===== src/rtl/serial_adder6_if.sv =====
// rtl/serial_adder6_if.sv - start/busy/done handshake and operand/result bus for the serial adder
interface serial_adder6_if #(
  parameter int WIDTH = 6
);
  logic             start;
  logic [WIDTH-1:0] a;
  logic [WIDTH-1:0] b;
  logic             carry_in;
  logic             busy;
  logic             done;
  logic [WIDTH-1:0] sum;
  logic             carry_out;

  modport master (
    output start, a, b, carry_in,
    input  busy, done, sum, carry_out
  );

  modport slave (
    input  start, a, b, carry_in,
    output busy, done, sum, carry_out
  );
endinterface


===== src/rtl/serial_adder6.sv =====
// rtl/serial_adder6.sv - bit-serial ripple adder, one full-adder cell time-multiplexed LSB first
module serial_adder6 #(
  parameter int WIDTH = 6,
  parameter int CNT_W = 3
) (
  input logic          clk,
  input logic          rst_n,
  serial_adder6_if.slave bus
);
  typedef enum logic [1:0] {IDLE = 2'd0, RUN = 2'd1, DONE = 2'd2} state_t;

  state_t           state;
  logic [WIDTH-1:0] aSh;
  logic [WIDTH-1:0] bSh;
  logic [WIDTH-1:0] resSh;
  logic [WIDTH-1:0] sumQ;
  logic             carryQ;
  logic             carryOutQ;
  logic             busyQ;
  logic             doneQ;
  logic [CNT_W-1:0] bitCnt;

  logic             sBit;
  logic             cNext;
  logic [WIDTH-1:0] resNext;

  assign sBit    = aSh[0] ^ bSh[0] ^ carryQ;
  assign cNext   = (aSh[0] & bSh[0]) | (carryQ & (aSh[0] ^ bSh[0]));
  assign resNext = {sBit, resSh[WIDTH-1:1]};

  always_ff @(posedge clk or negedge rst_n) begin
    if (!rst_n) begin
      state     <= IDLE;
      aSh       <= '0;
      bSh       <= '0;
      resSh     <= '0;
      sumQ      <= '0;
      carryQ    <= 1'b0;
      carryOutQ <= 1'b0;
      busyQ     <= 1'b0;
      doneQ     <= 1'b0;
      bitCnt    <= '0;
    end else begin
      case (state)
        RUN: begin
          aSh    <= aSh >> 1;
          bSh    <= bSh >> 1;
          resSh  <= resNext;
          carryQ <= cNext;
          bitCnt <= bitCnt + 1'b1;
          // Last bit: publish the whole word at once so sum never shows partial results.
          if (bitCnt == CNT_W'(WIDTH - 1)) begin
            sumQ      <= resNext;
            carryOutQ <= cNext;
            busyQ     <= 1'b0;
            doneQ     <= 1'b1;
            state     <= DONE;
          end
        end
        default: begin
          doneQ <= 1'b0;
          if (bus.start) begin
            aSh    <= bus.a;
            bSh    <= bus.b;
            carryQ <= bus.carry_in;
            resSh  <= '0;
            bitCnt <= '0;
            busyQ  <= 1'b1;
            state  <= RUN;
          end else begin
            busyQ <= 1'b0;
            state <= IDLE;
          end
        end
      endcase
    end
  end

  assign bus.busy      = busyQ;
  assign bus.done      = doneQ;
  assign bus.sum       = sumQ;
  assign bus.carry_out = carryOutQ;
endmodule

===== src/flat_wrapper.sv =====
// flat-port wrapper written by rule: the top's interface ports become plain ports
module serial_adder6_flat 
#(
  parameter int WIDTH = 6,
  parameter int CNT_W = 3
)
  (clk, rst_n, bus_start, bus_a, bus_b, bus_carry_in, bus_busy, bus_done, bus_sum, bus_carry_out);
  serial_adder6_if #(.WIDTH(WIDTH)) bus_i ();
  input logic clk;
  input logic rst_n;
  input wire logic [$bits(bus_i.start)-1:0] bus_start;
  input wire logic [$bits(bus_i.a)-1:0] bus_a;
  input wire logic [$bits(bus_i.b)-1:0] bus_b;
  input wire logic [$bits(bus_i.carry_in)-1:0] bus_carry_in;
  output wire logic [$bits(bus_i.busy)-1:0] bus_busy;
  output wire logic [$bits(bus_i.done)-1:0] bus_done;
  output wire logic [$bits(bus_i.sum)-1:0] bus_sum;
  output wire logic [$bits(bus_i.carry_out)-1:0] bus_carry_out;
  assign bus_i.start = bus_start;
  assign bus_i.a = bus_a;
  assign bus_i.b = bus_b;
  assign bus_i.carry_in = bus_carry_in;
  assign bus_busy = bus_i.busy;
  assign bus_done = bus_i.done;
  assign bus_sum = bus_i.sum;
  assign bus_carry_out = bus_i.carry_out;
  serial_adder6 #(.WIDTH(WIDTH), .CNT_W(CNT_W)) u_core (.clk(clk), .rst_n(rst_n), .bus(bus_i));
endmodule

===== config.mk =====
export PLATFORM = sky130hd
export DESIGN_NAME = serial_adder6_flat
export DESIGN_NICKNAME = d
export VERILOG_FILES = /design/src/rtl/serial_adder6_if.sv /design/src/rtl/serial_adder6.sv /design/src/flat_wrapper.sv
export SDC_FILE = /design/constraint.sdc
export NUM_CORES = 1
export LEC_CHECK = 0
export CORE_ASPECT_RATIO = 0.6
export CORE_MARGIN = 2
export CORE_UTILIZATION = 50
export CTS_BUF_LIST = sky130_fd_sc_hd__clkbuf_2
export DETAILED_ROUTE_END_ITERATION = 6
export PLACE_DENSITY = 0.83
export SLEW_MARGIN = 20
export SYNTH_ARGS = -nofsm -noshare
export SYNTH_HDL_FRONTEND = slang
export SYNTH_SLANG_ARGS = --single-unit

===== constraint.sdc =====
create_clock -name clk -period 1.5 [get_ports clk]
set_input_delay 0.3 -clock clk [delete_from_list [all_inputs] [get_ports clk]]
set_output_delay 0.3 -clock clk [all_outputs]
set_load 0.005 [all_outputs]

==> flow_metrics.py <==
metrics = {
    "synthesis": {
        "netlist_top_cells_count": "30 x dfrtp_1, 17 x nand2_1, 16 x o21ai_0, 14 x mux2i_1, 9 x mux2_2",
        "netlist_instances": 111,
        "synth_ff_type": "dfrtp_1",
        "postSynthAreaPerCell_um2": 12.0,
        "yosysTopAreaCellShare_pct": 56.1,
        "synth_nets": 130,
        "synth_top_cell_by_area": "dfrtp_1",
        "synth_area_leaders": "dfrtp_1 56%, mux2i_1 10%, mux2_2 7.6%",
        "yosysMostFrequentCell": "dfrtp_1",
        "synth_edf_count": 0,
        "synthDistinctLibCells": 18,
        "syn_area_mm2": 0.00134,
        "synth_warnings": 0,
        "ys_async_sr_fraction_pct": 100,
        "synth-seq-cells": 30,
        "seq_area_frac_synth_pct": 56.1,
    },
    "route": {
        "wl_per_cell_um": 12.7,
        "dr.pass1.iters": 4,
        "routed_wl_um": 2230,
        "drt_first_iter_violations": 49,
        "vias": 884,
        "routed_via_density": 5.02,
        "ant_nets": 0,
        "drc_errors": 0,
    },
    "setup_path": {
        "crit_slowest_cell": "dfrtp_1",
        "arrival_ns": 1.03,
        "endpoint_kind": "primary output",
        "path_class": "flop to primary output",
        "cp-start-kind": "flop",
        "cp_top_family": "flip-flops",
        "crit_buf_inv": 1,
        "crit_chain": "dlygate4sd2_1",
        "critPathMaxFanout": 2,
        "max_stage_delay_ns": 0.41,
        "crit_required_ns": 1.20,
    },
    "min_path": {
        "hold_path_class": "primary input to asynchronous set/reset pin",
    },
    "grt": {
        "use_met2_pct": 24.9,
        "grt_pass1_vias": 839,
        "met3_usage_pct": 6.38,
        "grt_pass1_wl_um": 3680,
        "grt_use_met1_pct": 20.1,
        "busiest_layer": "met2",
        "gr-total-overflow": 0,
        "grt_max_degree": 31,
        "antenna_found_initial": 0,
        "grt_usage_pct": 16.0,
    },
    "timing": {
        "max_clock_freq_mhz": 752,
        "worst_hold_slack_ns": 0.301,
        "post-route-period-util_pct": 88.6,
        "layout_setup_ws_ns": 0.170,
        "rsz0062_at_grt": "false",
        "maxSlewViolCount": 0,
        "fin_crit_ns": 1.33,
        "tns_ns": 0,
        "worst_pin_slew_ns": 0.374,
        "setup_violations": 0,
        "skew_ns": 0.00907,
        "slew_headroom_pct": 75.1,
        "hold_viol": 0,
    },
    "cts": {
        "cts_sinks": 30,
        "clkSlewWorstSetupHoldPaths_ns": 0.15,
        "clk_latency_ns": 0.35,
        "cts_root_buffer": "clkbuf_2",
        "cts_tree": "done",
        "cts-htree-levels": 2,
        "cts-buffers-inserted": 5,
        "clk_path_buf_depth": 2,
        "holdBufCountCts": 0,
    },
    "placed_design": {
        "portBuffers": 24,
        "place.gp.congestion": 0.715,
        "dpl-instance-area_mm2": 0.00161,
        "placed_cells": 166,
        "dp_hpwl_um": 1580,
        "dpl_worst_slack_ns": 0.00985,
    },
    "pwr": {
        "peakVddDrop_mv": 0.890,
        "switching_share_pct": 34.9,
        "pwr_density_cell_mw_per_mm2": 1660,
        "clockPowerShare_pct": 13.8,
        "p_comb_share_pct": 37.9,
        "p_seq_share_pct": 48.3,
        "p_sw_uw": 955,
        "internal_power_mw": 1.78,
        "p_leak_nw": 0.817,
        "p_total_mw": 2.74,
    },
    "floorplan": {
        "core_area_mm2": 0.00252,
        "rows": 14,
        "initial_core_util_pct": 53.0,
        "ios": 25,
        "dieHeight_um": 44.1,
        "dieArea_mm2": 0.00312,
        "die_x_um": 70.8,
    },
    "finish": {
        "antennaDiodeCount": 0,
        "final_area_mm2": 0.00165,
        "fillerInstances": 197,
        "fin_util_pct": 65.4,
        "syn_to_final_growth_pct": 23.4,
        "nNetsFinal": 162,
        "drive_gt1_share_pct": 18.1,
        "final_cell_count_no_fill": 176,
    },
    "status": {
        "outcome": "finished clean",
    },
    "run": {
        "cap_violations": 0,
    },
}
[placed cells by master (no fill, tap or decap), drive strengths merged, types with 3 or more instances in the layout]
cell            n
buf             8
mux2i          14
dlygate4sd2     9
nand2b          6
clkbuf          6
nor2            3
dfrtp          30
o21ai          16
nand2          17
clkdlybuf4s50  15
mux2            9
[repair_timing]
action,4_1_cts,5_1_grt
setup buffers,2,0
setup endpoints to repair,9,0
gates resized for setup,9,0
[state kept, by name, indices dropped and copies added (netlist names)]
register and cells:
u_core.resSh 5, u_core.bus.sum 6, u_core.bitCnt 3, u_core.state 2, u_core.aSh 6, u_core.bus.carry_out 1, u_core.bSh 6, u_core.carryQ 1
[routing by layer]
layer	vias to the layer above	part of all wire, %
li1	438	-
met1	418	46
met2	23	45
met3	5	7.0
met4	0	1.5
met5	-	0
[cell type report]
class                      instances  area [um^2]  share of cell area (%)
tap                               32         40.0                    2.43
clock buffer                       6         30.0                    1.82
inverter                           2         7.51                   0.455
timing repair buffer              32          289                    17.5
multi-input combinational         72          524                    31.8
clock inverter                     2         8.76                   0.531
sequential                        30          751                    45.5
[path summary, 6_finish.rpt]
path                                    from  cells after the start                   end  slack [ns]
max                        u_core.bus.sum[0]                      1            bus_sum[0]        0.17
min                                    rst_n                      2       u_core.state[0]        0.30
max reg2reg                  u_core.state[1]                      4  u_core.bus.carry_out        0.19
min reg2reg                    u_core.bSh[4]                      2         u_core.bSh[3]        0.50
max in group asynchronous              rst_n                      2         u_core.bSh[4]        0.91
min in group clk               u_core.bSh[4]                      2         u_core.bSh[3]        0.50
[logic make-up after synthesis]
kind of cell             count (synthesis)  synth area share [%]
multiplexers                            23                  18.1
AND/OR/NAND/NOR                         28                  10.8
adder cells (fa/ha/maj)                  3                  3.37
flip-flops                              30                  56.1
buffers and inverters                    9                  4.68
AO/OA/AOI/OAI                           18                  7.02
[power groups by stage]
stage	clock [mW]	combinational, mW	sequential (mW)
after global routing	0.444	1.17	1.37
final	0.378	1.04	1.32
after detailed placement	0	1.08	1.35
after global placement	0	1.04	1.34
after CTS	0.398	1.05	1.33
after floorplan	0	0.761	1.31
Note: power is estimated with default switching activity, not from simulation.
